### src/rtl/conv_accumulator_if.sv
// conv_accumulator_if
//   Bundles the tap-input and result-output handshake of the convolution
//   accumulator. Parameter N is the sign-magnitude word width.
//
//   Handshake semantics (both sides):
//     - A tap transfers on a rising clk edge where acc_en && in_ready.
//     - A result transfers on a rising clk edge where res_valid && res_ready.
//       While res_valid is high and res_ready is low, res and res_ovr stay
//       stable.
//
//   Signals
//     acc_clr    master->slave  abort current window / pending result
//     acc_en     master->slave  product valid
//     prod       master->slave  sign-magnitude product (N bits)
//     prod_ovr   master->slave  multiplier overflow flag for prod
//     bias       master->slave  sign-magnitude bias, taken with the first tap
//     res_ready  master->slave  downstream accepts res
//     in_ready   slave->master  accumulator accepts a tap this cycle
//     res        slave->master  sign-magnitude window sum (N bits)
//     res_valid  slave->master  res holds a complete result
//     res_ovr    slave->master  saturation or any prod_ovr in the window
interface conv_accumulator_if #(
  parameter int N = 32
);
  logic         acc_clr;
  logic         acc_en;
  logic [N-1:0] prod;
  logic         prod_ovr;
  logic [N-1:0] bias;
  logic         in_ready;
  logic [N-1:0] res;
  logic         res_valid;
  logic         res_ovr;
  logic         res_ready;

  modport master (
    output acc_clr, acc_en, prod, prod_ovr, bias, res_ready,
    input  in_ready, res, res_valid, res_ovr
  );

  modport slave (
    input  acc_clr, acc_en, prod, prod_ovr, bias, res_ready,
    output in_ready, res, res_valid, res_ovr
  );
endinterface

### src/rtl/conv_accumulator.sv
// conv_accumulator
//   Sums TAPS sign-magnitude Q(N,Q) products plus a per-window bias into one
//   output pixel. Accumulation is two's complement on N+GUARD bits; the final
//   sum is saturated back to N-bit sign-magnitude and held until downstream
//   takes it.
//
//   Optional feature macro: ACC_RELU_EN -- when defined, negative window sums
//   are clamped to zero at the output stage.
//
//   Ports
//     clk          rising-edge clock
//     rst          synchronous active-high reset
//     bus          conv_accumulator_if.slave (tap input + result output)
//     dbg_state_o  current FSM state (0 = ACCUM, 1 = HOLD)
module conv_accumulator #(
  parameter int N     = 32,
  parameter int Q     = 16,
  parameter int TAPS  = 9,
  parameter int GUARD = 8
) (
  input  logic                   clk,
  input  logic                   rst,
  conv_accumulator_if.slave      bus,
  output logic                   dbg_state_o
);

  localparam int AW = N + GUARD;
  localparam int CW = (TAPS > 1) ? $clog2(TAPS) : 1;
  localparam logic [CW-1:0] LAST_TAP = CW'(TAPS - 1);
  // Largest magnitude representable in N-bit sign-magnitude.
  localparam logic [AW-1:0] MAX_MAG = {{(GUARD + 1){1'b0}}, {(N - 1){1'b1}}};

  // Q only fixes the binary point; it must lie inside the magnitude field.
  if (TAPS < 1 || Q > N - 1 || GUARD < 1) begin : g_bad_params
    $error("conv_accumulator: illegal parameter set");
  end

  typedef enum logic {
    ACCUM = 1'b0,
    HOLD  = 1'b1
  } state_t;

  state_t          state_q, state_d;
  logic [CW-1:0]   tap_cnt_q, tap_cnt_d;
  logic [AW-1:0]   acc_q, acc_d;
  logic            sticky_q, sticky_d;
  logic [N-1:0]    res_q, res_d;
  logic            res_valid_q, res_valid_d;
  logic            res_ovr_q, res_ovr_d;

  // Sign-magnitude to two's complement, sign-extended to AW. Negative zero
  // becomes zero because -0 == 0.
  function automatic logic [AW-1:0] sm2tc(input logic [N-1:0] x);
    logic [AW-1:0] mag;
    mag = {{(GUARD + 1){1'b0}}, x[N-2:0]};
    return x[N-1] ? -mag : mag;
  endfunction

  logic            first_tap;
  logic            last_tap;
  logic [AW-1:0]   sum;
  logic            sum_neg;
  logic [AW-1:0]   sum_abs;
  logic            sum_sat;
  logic            sticky_new;
  logic [N-1:0]    res_calc;
  logic            ovr_calc;

  assign first_tap  = (tap_cnt_q == '0);
  assign last_tap   = (tap_cnt_q == LAST_TAP);
  // The first tap folds the bias in, so a window never needs a separate
  // bias cycle.
  assign sum        = (first_tap ? sm2tc(bus.bias) : acc_q) + sm2tc(bus.prod);
  assign sticky_new = (first_tap ? 1'b0 : sticky_q) | bus.prod_ovr;
  assign sum_neg    = sum[AW-1];
  assign sum_abs    = sum_neg ? -sum : sum;
  assign sum_sat    = (sum_abs > MAX_MAG);

  // Output stage: saturate to N-bit sign-magnitude. A negative sum always has
  // a non-zero magnitude, so negative zero cannot be produced.
  always_comb begin
    res_calc = '0;
    ovr_calc = sticky_new;
`ifdef ACC_RELU_EN
    if (sum_neg) begin
      res_calc = '0;
      ovr_calc = sticky_new;
    end else if (sum_sat) begin
      res_calc = {1'b0, {(N - 1){1'b1}}};
      ovr_calc = 1'b1;
    end else begin
      res_calc = {1'b0, sum_abs[N-2:0]};
      ovr_calc = sticky_new;
    end
`else
    if (sum_sat) begin
      res_calc = {sum_neg, {(N - 1){1'b1}}};
      ovr_calc = 1'b1;
    end else begin
      res_calc = {sum_neg, sum_abs[N-2:0]};
      ovr_calc = sticky_new;
    end
`endif
  end

  // Next-state logic. acc_clr outranks both the tap path and the result
  // handshake; result data is left untouched by it.
  always_comb begin
    state_d     = state_q;
    tap_cnt_d   = tap_cnt_q;
    acc_d       = acc_q;
    sticky_d    = sticky_q;
    res_d       = res_q;
    res_valid_d = res_valid_q;
    res_ovr_d   = res_ovr_q;

    if (bus.acc_clr) begin
      tap_cnt_d   = '0;
      sticky_d    = 1'b0;
      res_valid_d = 1'b0;
      state_d     = ACCUM;
    end else begin
      case (state_q)
        ACCUM: begin
          if (bus.acc_en) begin
            acc_d = sum;
            if (last_tap) begin
              tap_cnt_d   = '0;
              sticky_d    = 1'b0;
              res_d       = res_calc;
              res_ovr_d   = ovr_calc;
              res_valid_d = 1'b1;
              state_d     = HOLD;
            end else begin
              tap_cnt_d = tap_cnt_q + CW'(1);
              sticky_d  = sticky_new;
            end
          end
        end
        HOLD: begin
          // No bypass: taps are refused in the handshake cycle itself.
          if (bus.res_ready) begin
            res_valid_d = 1'b0;
            state_d     = ACCUM;
          end
        end
        default: state_d = ACCUM;
      endcase
    end
  end

  always_ff @(posedge clk) begin
    if (rst) begin
      state_q     <= ACCUM;
      tap_cnt_q   <= '0;
      acc_q       <= '0;
      sticky_q    <= 1'b0;
      res_q       <= '0;
      res_valid_q <= 1'b0;
      res_ovr_q   <= 1'b0;
    end else begin
      state_q     <= state_d;
      tap_cnt_q   <= tap_cnt_d;
      acc_q       <= acc_d;
      sticky_q    <= sticky_d;
      res_q       <= res_d;
      res_valid_q <= res_valid_d;
      res_ovr_q   <= res_ovr_d;
    end
  end

  assign bus.in_ready  = (state_q == ACCUM);
  assign bus.res       = res_q;
  assign bus.res_valid = res_valid_q;
  assign bus.res_ovr   = res_ovr_q;
  assign dbg_state_o   = state_q;

endmodule

### src/flat_wrapper.sv
// flat-port wrapper written by rule: the top's interface ports become plain ports
module conv_accumulator_flat 
#(
  parameter int N     = 32,
  parameter int Q     = 16,
  parameter int TAPS  = 9,
  parameter int GUARD = 8
)
  (clk, rst, dbg_state_o, bus_acc_clr, bus_acc_en, bus_prod, bus_prod_ovr, bus_bias, bus_res_ready, bus_in_ready, bus_res, bus_res_valid, bus_res_ovr);
  conv_accumulator_if #(.N(N)) bus_i ();
  input  logic clk;
  input  logic rst;
  output logic dbg_state_o;
  input wire logic [$bits(bus_i.acc_clr)-1:0] bus_acc_clr;
  input wire logic [$bits(bus_i.acc_en)-1:0] bus_acc_en;
  input wire logic [$bits(bus_i.prod)-1:0] bus_prod;
  input wire logic [$bits(bus_i.prod_ovr)-1:0] bus_prod_ovr;
  input wire logic [$bits(bus_i.bias)-1:0] bus_bias;
  input wire logic [$bits(bus_i.res_ready)-1:0] bus_res_ready;
  output wire logic [$bits(bus_i.in_ready)-1:0] bus_in_ready;
  output wire logic [$bits(bus_i.res)-1:0] bus_res;
  output wire logic [$bits(bus_i.res_valid)-1:0] bus_res_valid;
  output wire logic [$bits(bus_i.res_ovr)-1:0] bus_res_ovr;
  assign bus_i.acc_clr = bus_acc_clr;
  assign bus_i.acc_en = bus_acc_en;
  assign bus_i.prod = bus_prod;
  assign bus_i.prod_ovr = bus_prod_ovr;
  assign bus_i.bias = bus_bias;
  assign bus_i.res_ready = bus_res_ready;
  assign bus_in_ready = bus_i.in_ready;
  assign bus_res = bus_i.res;
  assign bus_res_valid = bus_i.res_valid;
  assign bus_res_ovr = bus_i.res_ovr;
  conv_accumulator #(.N(N), .Q(Q), .TAPS(TAPS), .GUARD(GUARD)) u_core (.clk(clk), .rst(rst), .bus(bus_i), .dbg_state_o(dbg_state_o));
endmodule
### config.mk
export PLATFORM = sky130hd
export DESIGN_NAME = conv_accumulator_flat
export DESIGN_NICKNAME = d
export VERILOG_FILES = /design/src/rtl/conv_accumulator_if.sv /design/src/rtl/conv_accumulator.sv /design/src/flat_wrapper.sv
export SDC_FILE = /design/constraint.sdc
export NUM_CORES = 1
export LEC_CHECK = 0
export CAP_MARGIN = 0
export CORE_MARGIN = 3
export CORE_UTILIZATION = 55
export CTS_BUF_LIST = sky130_fd_sc_hd__clkbuf_8
export DETAILED_ROUTE_END_ITERATION = 7
export GPL_ROUTABILITY_DRIVEN = 1
export MAX_ROUTING_LAYER = met4
export PLACE_DENSITY_LB_ADDON = 0.2
export SLEW_MARGIN = 20
export SYNTH_ARGS = -nofsm -noshare
export SYNTH_HDL_FRONTEND = slang
export SYNTH_SLANG_ARGS = --single-unit
### constraint.sdc
create_clock -name clk -period 11.85 [get_ports clk]
set_input_delay 1.185 -clock clk [delete_from_list [all_inputs] [get_ports clk]]
set_output_delay 1.185 -clock clk [all_outputs]
set_load 0.01 [all_outputs]
Word-level counts from Yosys, hierarchy flattened --
Index checks and enable logic that the tools add are counted.
Operators by class: shift-type cells 0, magnitude comparators 1, div/mod/pow operators 0, equality and inequality tests 4, multiplexer cells 17, multipliers 0, reduce and logical (&&, ||, !) cells 6, add/subtract/negate cells 5, bitwise logic cells 3
Operator list (number):
- 40-bit 2-to-1 mux | 4
- 31-bit negation with 40-bit output | 2
- 40-bit adder | 1
- 40-bit by 31-bit greater-than comparator with 1-bit output, second input constant | 1
- 40-bit negation | 1
- 31-bit 2-to-1 mux | 1
- 1-bit 2-to-1 mux | 9
- 3-bit AND reduction | 2
- 4-bit by 1-bit adder with 4-bit output, second input constant | 1
- 4-bit equality test, second input constant | 1
- 4-bit logical NOT | 1
- 4-bit 2-to-1 mux | 1
- 2-bit inequality test, second input constant | 2
- 1-bit case mux with 2 select lines | 2
- 4-bit AND reduction | 1
- 2-bit by 1-bit inequality test with 1-bit output, second input constant | 1
- 1-bit NOT | 2
- 2-bit AND reduction | 1
- 2-bit OR reduction | 1
- 1-bit bitwise OR | 1
Word-level totals: memory bits (writable) 0, input port bits 70, flip-flop bits (word level) 80, bits in latches 0, ROM bits 0, logic and storage cells 43, memories kept 0, output and inout port bits 36

Depth between registers and ports, before layout --
Gate-level depths: netlist of the first run.
depth in word-level cells 8, mapped depth 26, depth with buffers taken out 23

Worst setup path before layout of the first run --
Ideal clock, no wire load.
path type in2reg, from input bus_bias[11], to register u_core.res_q[20] (netlist: u_core.bus.res[20]), arrival 7472 ps, library setup time 140 ps, required time 11710 ps, setup slack 4237 ps, buffers on the path 3, stages 24, cell sequence or4_1 -> or4_1 -> or3_1 -> or3_1 -> or4_1 -> o41ai_1 -> xor2_1 -> o21ai_0 -> ha_1 -> clkbuf_1 -> a21oi_1 -> o21ai_1 -> or3_1 -> o211ai_1 -> nor3_1 -> or3_1 -> or4_1 -> clkbuf_1 -> nor4_1 -> mux2i_1 -> o211ai_1 -> nor4_4 -> buf_6 -> a211oi_1
Between the ends: cells in the longest elaborated chain, start to end 8
Ends and longest elaborated chain:
- start: declaration | RTL line flat_wrapper.sv:18 | input wire logic [$bits(bus_i.bias)-1:0] bus_bias;
- 31-bit negation with 40-bit output | RTL line conv_accumulator.sv:56 | return x[N-1] ? -mag : mag;
- 40-bit 2-to-1 mux * | RTL line conv_accumulator.sv:56
- 40-bit 2-to-1 mux * | RTL line conv_accumulator.sv:73 | assign sum = (first_tap ? sm2tc(bus.bias) : acc_q) + sm2tc(bus.prod);
- 40-bit adder * | RTL line conv_accumulator.sv:73
- 40-bit negation | RTL line conv_accumulator.sv:76 | assign sum_abs = sum_neg ? -sum : sum;
- 40-bit 2-to-1 mux * | RTL line conv_accumulator.sv:76
- 40-bit by 31-bit greater-than comparator with 1-bit output | RTL line conv_accumulator.sv:77 | assign sum_sat = (sum_abs > MAX_MAG);
- 31-bit 2-to-1 mux * | RTL line conv_accumulator.sv:96 | if (sum_sat) begin
- end signal: assignment | RTL line conv_accumulator.sv:166 | res_q <= res_d;
- end: declaration | RTL line conv_accumulator.sv:47 | logic [N-1:0] res_q, res_d;
Every way passes the cells marked *; elsewhere a longest branch is shown, timed or not. A chain may end at the register's enable or synchronous reset.

Worst setup path after layout of the first run --
from input bus_bias[9], to register u_core.res_q[8] (netlist: u_core.bus.res[8])
The elaborated chain is that of the path after synthesis.

==> results.yml, run 1 <==
status:
  outcome: "finished, final reports clean"
grt:
  grt_max_degree: 75
  grt_pass1_wl_um: 42900
  top_usage_layer: "met2"
  use_met2_pct: 54.5
  use_met3_pct: 5.20
  grt_use_met1_pct: 37.8
  grt_usage_pct: 32.0
  antenna_found_initial: 0
  overflow: 0
  grt_pass1_vias: 8697
final_layout:
  utilization_pct: 64.8
  drive_above_1_share_pct: 4.41
  layout_commonest_cell: "nand2_1"
  design_area_um2: 9890
  nets: 1402
  layout_common_cells: "185 x nand2_1, 120 x nor2_1, 106 x a21oi_1"
  diodes: 0
  fillers: 1468
  area_growth_syn_to_layout_pct: 15.2
  final_cells: 1503
synthesis:
  synth_top_cell_area_share_pct: 18.6
  synth_compound_area_share_pct: 30.6
  syn_area_um2: 8590
  yosysTopAreaCell: "dfxtp_1"
  synth-edff-count: 0
  synth.distinct_cells: 76
  synth.area.top_cells: "dfxtp_1 19%, nand2_1 8.1%, ha_1 6.4%"
  synth_nets: 1352
  syn_area_per_cell_um2: 6.94
  synthFlopType: "dfxtp_1"
  yosys.area_share.xor_xnor_pct: 11.0
  synth_fa_ha_area_share_pct: 6.64
  synth_seq_cells: 80
  yosys.area_share.simple_pct: 27.8
  ys_seq_area_share_pct: 18.6
  yosysWarningCount: 0
  netlist_instances: 1237
  muxShareOfSynthArea_pct: 0.845
  synth_top_family_by_area: "compound AO/OA/AOI/OAI gates"
  synthArstFlopShare_pct: 0
cts:
  htreeDepth: 3
  path_clk_slew_ns: 0.09
  hold_buffers: 0
  cts_buffer_depth: 2
  clock_latency_ns: 0.38
  cts_num_sinks: 80
  ctsResizeCount: 0
  cts_setup_buffers: 0
  cts_buffers: 9
  cts_tree: "yes"
  root_buffer: "clkbuf_8"
worst_setup_path:
  path_common_cell: "or3_1"
  crit_fanout: 31
  worstPathArrival_ns: 8.74
  slowest_delay_ns: 0.58
  start_kind: "primary input"
  crit_path_cell_trace: "clkdlybuf4s50_1, or4_1, or4_1, or3_1, or3_1, or4_1, or3_1, o21ai_0, nand2_1, o21a_1, ha_1, a211oi_1, o21ai_0, or3_1, nor2_1, nor2_1, nor4b_1, or4_1, or3_1, a221oi_1, a21oi_1, nor4_4, buf_4, a211oi_1"
  worst_path_max_delay_cell: "or4_1"
  cp.required_ns: 12.07
  crit_start: "bus_bias[9]"
  reg2reg_depth: 20
  reg2reg_setup_slack_ns: 5.11
  worst_setup_path_end_kind: "register"
  r2r-end: "u_core.bus.res[8]$_SDFFE_PP0P_"
  crit_family: "simple AND/OR/NAND/NOR gates"
  crit_type: "primary input to register"
  path_buf_inv: 2
  regToRegStartpoint: "u_core.tap_cnt_q[0]$_SDFFE_PP0P_"
power:
  p_leak_uw: 0.00344
  power_density_nw_per_um2: 126
  vdd_drop_max_uv: 79.7
detailed_routing:
  drtIter0Drc: 620
  drt-total-wl_um: 26700
  first_pass_iters: 5
  drc: 0
  vias: 9384
  postRouteAntennaNets: 0
  via_per_inst: 6.24
  wl_per_cell_um: 17.8
worst_hold_path:
  holdCritStartpoint: "u_core.acc_q[0]$_SDFFE_PP0P_"
  whs_endpoint: "u_core.acc_q[0]$_SDFFE_PP0P_"
  hold_depth: 2
  hold_path_class: "register to register"
timing:
  final.setup.tns_ns: 0
  period_share_pct: 71.8
  setup_slack_ns: 3.34
  hold_viol: 0
  max-slew-margin-rel_pct: 26.9
  period_minus_slack_ns: 8.51
  setup_viol: 0
  grt_setup_unrepaired: "false"
  skew_ns: 0.0141
  tightest_slew_ns: 1.08
  timing.final.max_slew_violations: 0
  max_freq_mhz: 117
floorplan:
  die-area_um2: 17200
  initial_core_util_pct: 56.3
  dieHeight_um: 131
  num_rows: 45
  core_um2: 15300
  die_w_um: 131
  ios: 106
placed_design:
  hpwl_um: 20600
  place_area_um2: 9690
  dpl_worst_slack_ns: 3.01
  place.gp.congestion: 0.964
  dp_cells: 1487
  port_buffers: 105
flow_run:
  maxCapViolCount: 0
-- synth_stat cells, types with 24 or more instances --
cell and number:
a211oi_1 48, a21oi_1 106, clkbuf_1 67, dfxtp_1 80, ha_1 44, nand2_1 185, nand3_1 27, nand4_1 24
nor2_1 122, o21ai_0 99, o31ai_1 27, xnor2_1 56, xor2_1 50
-- registers in the layout (all words and copies together) (netlist names) --
signal                count
u_core.bus.res_ovr        1
u_core.dbg_state_o        1
u_core.acc_q             40
u_core.bus.res_valid      1
u_core.tap_cnt_q          4
u_core.bus.res           32
u_core.sticky_q           1
-- layout make-up --
cell class,count,area [µm²],share of cell area [%]
multi-input cells,1062,6610,66.9
well taps,211,264,2.67
clock inverters,6,67.6,0.683
flip-flops and latches,80,1600,16.2
repair buffers,119,1150,11.6
clock buffers,10,138,1.39
inverters,15,56.3,0.569
-- routing by layer --
layer / vias to the layer above / share of wire [%]
li1: 4649 / -
met4: 0 / 4.0
met3: 63 / 4.7
met2: 309 / 49
met5: - / 0
met1: 4363 / 42
-- stage by stage --
step,hold WS (ns),total power [µW]
6_report,0.459,1240
5_1_grt,0.471,1330
3_3_place_gp,0.443,1010
2_1_floorplan,0.437,817
3_5_place_dp,0.447,1010
4_1_cts,0.459,1240
-- kinds of logic after synthesis --
group	count (synthesis)
and+or+nand+nor	499
AOI/OAI and AO/OA	404
xor gates and xnor gates	107
buffers and inverters	95
DFF	80
adders and majority gates	45
muxes	7
-- worst max-delay path by stage --
| stage | slack (ns) | end | cells after the start |
|---|---|---|---|
| after floorplan | 4.24 | u_core.bus.res[20]$_SDFFE_PP0P_ | 24 |
| after global placement | 3.16 | u_core.bus.res[0]$_SDFFE_PP0P_ | 24 |
| after detailed placement | 3.01 | u_core.bus.res[8]$_SDFFE_PP0P_ | 24 |
| after CTS | 3.41 | u_core.bus.res[8]$_SDFFE_PP0P_ | 24 |
| after global routing | 2.82 | u_core.bus.res[19]$_SDFFE_PP0P_ | 24 |
| final | 3.34 | u_core.bus.res[8]$_SDFFE_PP0P_ | 24 |
-- power breakdown --
part / total [µW] / switching, µW / internal [µW]
clock: 219 / 115 / 104
sequential: 292 / 8.03 / 284
combinational: 732 / 467 / 265
-- tightest hold or removal path, cell delays in order, from the launching register on --
cell and delay [ns]:
dfxtp_1 0.32, nand2_1 0.05, a21oi_1 0.05
No activity file was read; power rests on OpenSTA's default activity.
==> inputs of run 2 (changes only) <==
==> constraint.sdc (replaced) <==
create_clock -name clk -period 8.3 [get_ports clk]
set_input_delay 0.83 -clock clk [delete_from_list [all_inputs] [get_ports clk]]
set_output_delay 0.83 -clock clk [all_outputs]
set_load 0.01 [all_outputs]
==> results.yml, run 2 (same netlist as run 1, synthesis figures left out) <==
timing:
  timing.final.max_slew_violations: 0
  setup_slack_ns: 0.414
  hold_viol: 0
  max_freq_mhz: 127
  final.setup.tns_ns: 0
  setup_viol: 0
  tightest_slew_ns: 1.07
  period_minus_slack_ns: 7.89
  max-slew-margin-rel_pct: 28.3
  grt_setup_unrepaired: "false"
  skew_ns: 0.0165
  period_share_pct: 95.0
placed_design:
  dpl_worst_slack_ns: 0.0797
  hpwl_um: 21600
  place_area_um2: 9890
  port_buffers: 105
  place.gp.congestion: 0.966
final_layout:
  layout_common_cells: "185 x nand2_1, 120 x nor2_1, 106 x a21oi_1"
  layout_commonest_cell: "nand2_1"
  nets: 1427
  largest_register: "u_core.acc_q"
  area_growth_syn_to_layout_pct: 17.8
  diodes: 0
  design_area_um2: 10100
  drive_above_1_share_pct: 6.61
  largest_register_ffs: 40
cts:
  cts_buffer_depth: 2
  htreeDepth: 3
  path_clk_slew_ns: 0.09
  root_buffer: "clkbuf_8"
  cts_setup_buffers: 0
  cts_buffers: 9
  hold_buffers: 0
  cts_tree: "yes"
  cts_num_sinks: 80
  clock_latency_ns: 0.39
floorplan:
  die_w_um: 131
  initial_core_util_pct: 56.3
  die-area_um2: 17200
  ios: 106
  core_um2: 15300
  dieHeight_um: 131
  num_rows: 45
worst_setup_path:
  worst_setup_path_end_kind: "register"
  crit_type: "primary input to register"
  path_common_cell: "or4_1"
  worst_path_max_delay_cell: "or4_1"
  cp.required_ns: 8.53
  worstPathArrival_ns: 8.12
  crit_path_cell_trace: "clkdlybuf4s50_1, or4_1, or4_1, or3_1, or3_1, or4_1, o41ai_1, xor2_1, o21ai_0, ha_1, nand4_1, nor2_1, and3_1, a211oi_2, nor3b_1, buf_4, xnor2_1, or4_1, nor4_1, mux2i_1, o211ai_1, nor4_4, buf_12, a211oi_1"
  crit_fanout: 31
  slowest_delay_ns: 0.64
  start_kind: "primary input"
detailed_routing:
  postRouteAntennaNets: 0
  vias: 9634
  wl_per_cell_um: 18.1
  drt-total-wl_um: 27700
  drc: 0
  first_pass_iters: 5
  via_per_inst: 6.30
  drtIter0Drc: 719
power:
  p_leak_uw: 0.00356
  vdd_drop_max_uv: 149
  p_total_uw: 1870
  power_density_nw_per_um2: 185
grt:
  top_usage_layer: "met2"
  grt_pass1_vias: 8942
  overflow: 0
  grt_max_degree: 75
  antenna_found_initial: 0
  grt_usage_pct: 33.4
  grt_use_met1_pct: 39.6
  use_met2_pct: 55.8
  use_met3_pct: 4.35
  grt_pass1_wl_um: 44600
flow_run:
  maxCapViolCount: 0
worst_hold_path:
  hold_path_class: "register to register"
status:
  outcome: "finished, final reports clean"
==> run 2: final timing paths <==
path / startpoint / to / slack, ns / cells past startpoint
hold reg to reg: u_core.acc_q[13]$_SDFFE_PP0P_ / u_core.acc_q[13]$_SDFFE_PP0P_ / 0.46 / 2
hold / removal: u_core.acc_q[13]$_SDFFE_PP0P_ / u_core.acc_q[13]$_SDFFE_PP0P_ / 0.46 / 2
setup / recovery: bus_bias[9] / u_core.bus.res[3]$_SDFFE_PP0P_ / 0.41 / 24
setup reg to reg: u_core.tap_cnt_q[0]$_SDFFE_PP0P_ / u_core.bus.res[3]$_SDFFE_PP0P_ / 1.75 / 21
==> run 2: report_power, final <==
group | leakage, µW | total (µW) | switching (µW) | internal, µW
combinational | 0.00281 | 1130 | 703 | 428
sequential | 0.000650 | 417 | 11.6 | 405
clock | 0.000102 | 324 | 167 | 157
==> run 2: worst max-delay path, delay by kind of cell <==
kind                       cells  cell delay [ns]
AOI/OAI and AO/OA              5             1.05
xor gates and xnor gates       2             0.27
adders and majority gates      1             0.39
buffers and inverters          3             0.86
muxes                          1             0.24
and+or+nand+nor               12             4.45
==> run 2: timing repair <==
item / 4_1_cts / 5_1_grt
setup endpoints to repair: 0 / 32
gates resized for setup: 0 / 5
endpoints found under the hold margin: 0 / 0
==> run 2: metal layers <==
layer,share of wire (%),vias to the layer above
met2,49,364
li1,-,4681
met4,4.7,0
met3,5.2,82
met5,0,-
met1,42,4507
==> run 2: cell type report <==
class,instances,area (µm²)
Clock buffer,11,151
Clock inverter,5,62.6
Fill cell,1406,5140
Inverter,15,56.3
Multi-Input combinational cell,1062,6630
Sequential cell,80,1600
Tap cell,211,264
Timing Repair Buffer,144,1350
==> run 2: stage by stage <==
| stage | util, % | instances | hold slack (ns) |
|---|---|---|---|
| after floorplan | - | 1237 | 0.437 |
| after global placement | 64.8 | 1512 | 0.442 |
| after detailed placement | 64.8 | 1512 | 0.447 |
| after CTS | 66.2 | 1528 | 0.458 |
| after global routing | 66.3 | 1528 | 0.474 |
| final | 66.3 | 1528 | 0.459 |
==> inputs of run 3 (changes only) <==
--- a/config.mk
+++ b/config.mk
@@ -7,10 +7,11 @@
 export LEC_CHECK = 0
 export CAP_MARGIN = 0
 export CORE_MARGIN = 3
-export CORE_UTILIZATION = 55
+export CORE_UTILIZATION = 30
 export CTS_BUF_LIST = sky130_fd_sc_hd__clkbuf_8
 export DETAILED_ROUTE_END_ITERATION = 7
 export GPL_ROUTABILITY_DRIVEN = 1
+export HOLD_SLACK_MARGIN = 0.02
 export MAX_ROUTING_LAYER = met4
 export PLACE_DENSITY_LB_ADDON = 0.2
 export SLEW_MARGIN = 20
==> results.yml, run 3 (same netlist as run 1, synthesis figures left out) <==
detailed_routing:
  vias: 9367
  postRouteAntennaNets: 0
  via_per_inst: 5.50
  drt-total-wl_um: 31000
  drtIter0Drc: 745
  wl_per_cell_um: 18.2
  first_pass_iters: 7
  drc: 0
cts:
  cts_buffer_depth: 2
  cts_tree: "yes"
  root_buffer: "clkbuf_8"
  htreeDepth: 3
  cts_setup_buffers: 0
  path_clk_slew_ns: 0.10
  cts_buffers: 9
  clock_latency_ns: 0.39
  cts_num_sinks: 80
worst_setup_path:
  worstPathArrival_ns: 8.07
  cp.required_ns: 8.52
  crit_path_cell_trace: "clkdlybuf4s50_1, or4_1, or4_1, or3_1, or3_1, or4_1, o21ai_0, xor2_1, o21ai_0, ha_1, and2_1, a221o_1, o21bai_1, o21ba_2, o311a_1, or4_1, or3_1, a221oi_1, a21oi_1, nor4_4, buf_12, a211oi_1"
  slowest_delay_ns: 0.65
  reg2reg_setup_slack_ns: 1.75
  worst_setup_path_end_kind: "register"
  crit_fanout: 31
  path_common_cell: "or4_1"
  crit_type: "primary input to register"
  reg2reg_depth: 23
  regToRegStartpoint: "u_core.tap_cnt_q[0]$_SDFFE_PP0P_"
  r2r-end: "u_core.bus.res[28]$_SDFFE_PP0P_"
  start_kind: "primary input"
  worst_path_max_delay_cell: "or4_1"
status:
  outcome: "finished, final reports clean"
timing:
  timing.final.max_slew_violations: 0
  hold_viol: 0
  period_share_pct: 94.6
  period_minus_slack_ns: 7.85
  setup_viol: 0
  max_freq_mhz: 127
  tightest_slew_ns: 0.919
  final.setup.tns_ns: 0
  max-slew-margin-rel_pct: 38.3
  grt_setup_unrepaired: "false"
  setup_slack_ns: 0.449
  skew_ns: 0.0268
final_layout:
  utilization_pct: 37.2
  area_growth_syn_to_layout_pct: 21.3
  nets: 1434
  final_cells: 1702
  largest_register_ffs: 40
  layout_common_cells: "185 x nand2_1, 120 x nor2_1, 105 x a21oi_1"
  drive_above_1_share_pct: 7.25
  layout_commonest_cell: "nand2_1"
  design_area_um2: 10400
  diodes: 0
  largest_register: "u_core.acc_q"
grt:
  antenna_found_initial: 1
  grt_usage_pct: 20.5
  grt_max_degree: 75
  overflow: 0
  grt_pass1_vias: 8816
  grt_pass1_wl_um: 49100
floorplan:
  die_w_um: 175
  initial_core_util_pct: 30.7
  die-area_um2: 30700
  num_rows: 61
  dieHeight_um: 175
  core_um2: 28000
  ios: 106
placed_design:
  port_buffers: 105
  hpwl_um: 24500
  dpl_worst_slack_ns: 0.0253
  place_area_um2: 10100
  dp_cells: 1686
  place.gp.congestion: 0.902
worst_hold_path:
  hold_depth: 2
  holdCritStartpoint: "u_core.acc_q[37]$_SDFFE_PP0P_"
  whs_endpoint: "u_core.acc_q[37]$_SDFFE_PP0P_"
  hold_path_class: "register to register"
power:
  vdd_drop_max_uv: 106
  p_leak_uw: 0.00362
  power_density_nw_per_um2: 187
flow_run:
  maxCapViolCount: 0
==> run 3: layer usage <==
| metal | track usage [%] | part of all wire [%] | vias to the layer above |
|---|---|---|---|
| li1 | - | - | 4708 |
| met4 | 6.05 | 2.5 | 0 |
| met1 | 25.4 | 44 | 4414 |
| met5 | - | 0 | - |
| met3 | 2.46 | 3.6 | 51 |
| met2 | 35.2 | 50 | 194 |
==> run 3: per-stage QoR <==
| step | total power [µW] | hold WS, ns |
|---|---|---|
| after floorplan | 1170 | 0.437 |
| after global placement | 1560 | 0.443 |
| after detailed placement | 1560 | 0.447 |
| after CTS | 1950 | 0.461 |
| after global routing | 2090 | 0.481 |
| final | 1950 | 0.459 |
==> run 3: layout make-up <==
class | count | area (µm²)
tap | 378 | 473
sequential | 80 | 1600
fill | 3017 | 17600
clock inverter | 7 | 119
timing repair buffer | 151 | 1400
inverter | 15 | 56.3
clock buffer | 9 | 124
multi-input combinational | 1062 | 6640
==> run 3: worst max path at each step <==
| stage | from | to | slack [ns] |
|---|---|---|---|
| 6_report | bus_bias[9] | u_core.bus.res[28]$_SDFFE_PP0P_ | 0.45 |
| 5_1_grt | bus_bias[9] | u_core.bus.res[15]$_SDFFE_PP0P_ | 0.01 |
| 4_1_cts | bus_bias[9] | u_core.bus.res[19]$_SDFFE_PP0P_ | 0.40 |
| 3_5_place_dp | bus_bias[9] | u_core.bus.res[6]$_SDFFE_PP0P_ | 0.03 |
| 3_3_place_gp | bus_bias[9] | u_core.bus.res[0]$_SDFFE_PP0P_ | 0.09 |
| 2_1_floorplan | bus_bias[11] | u_core.bus.res[20]$_SDFFE_PP0P_ | 1.04 |
==> run 3: critical path: cells and delay by family <==
kind / cells / cell delay (ns)
AO/OA/AOI/OAI: 9 / 2.13
buffers and inverters: 2 / 0.70
AND/OR/NAND/NOR: 9 / 3.79
XOR/XNOR: 1 / 0.18
adder cells (fa/ha/maj): 1 / 0.43
==> run 3: what timing repair did <==
action | CTS | global route
setup endpoints to repair | 0 | 32
gates resized for setup | 0 | 11
hold buffers | 0 | 0
==> run 3: report_power, final <==
| group | switching [µW] | leakage (µW) | internal (µW) | total [µW] |
|---|---|---|---|---|
| Sequential | 11.5 | 0.000650 | 405 | 417 |
| Clock | 179 | 0.000122 | 201 | 381 |
| Combinational | 713 | 0.00285 | 435 | 1150 |
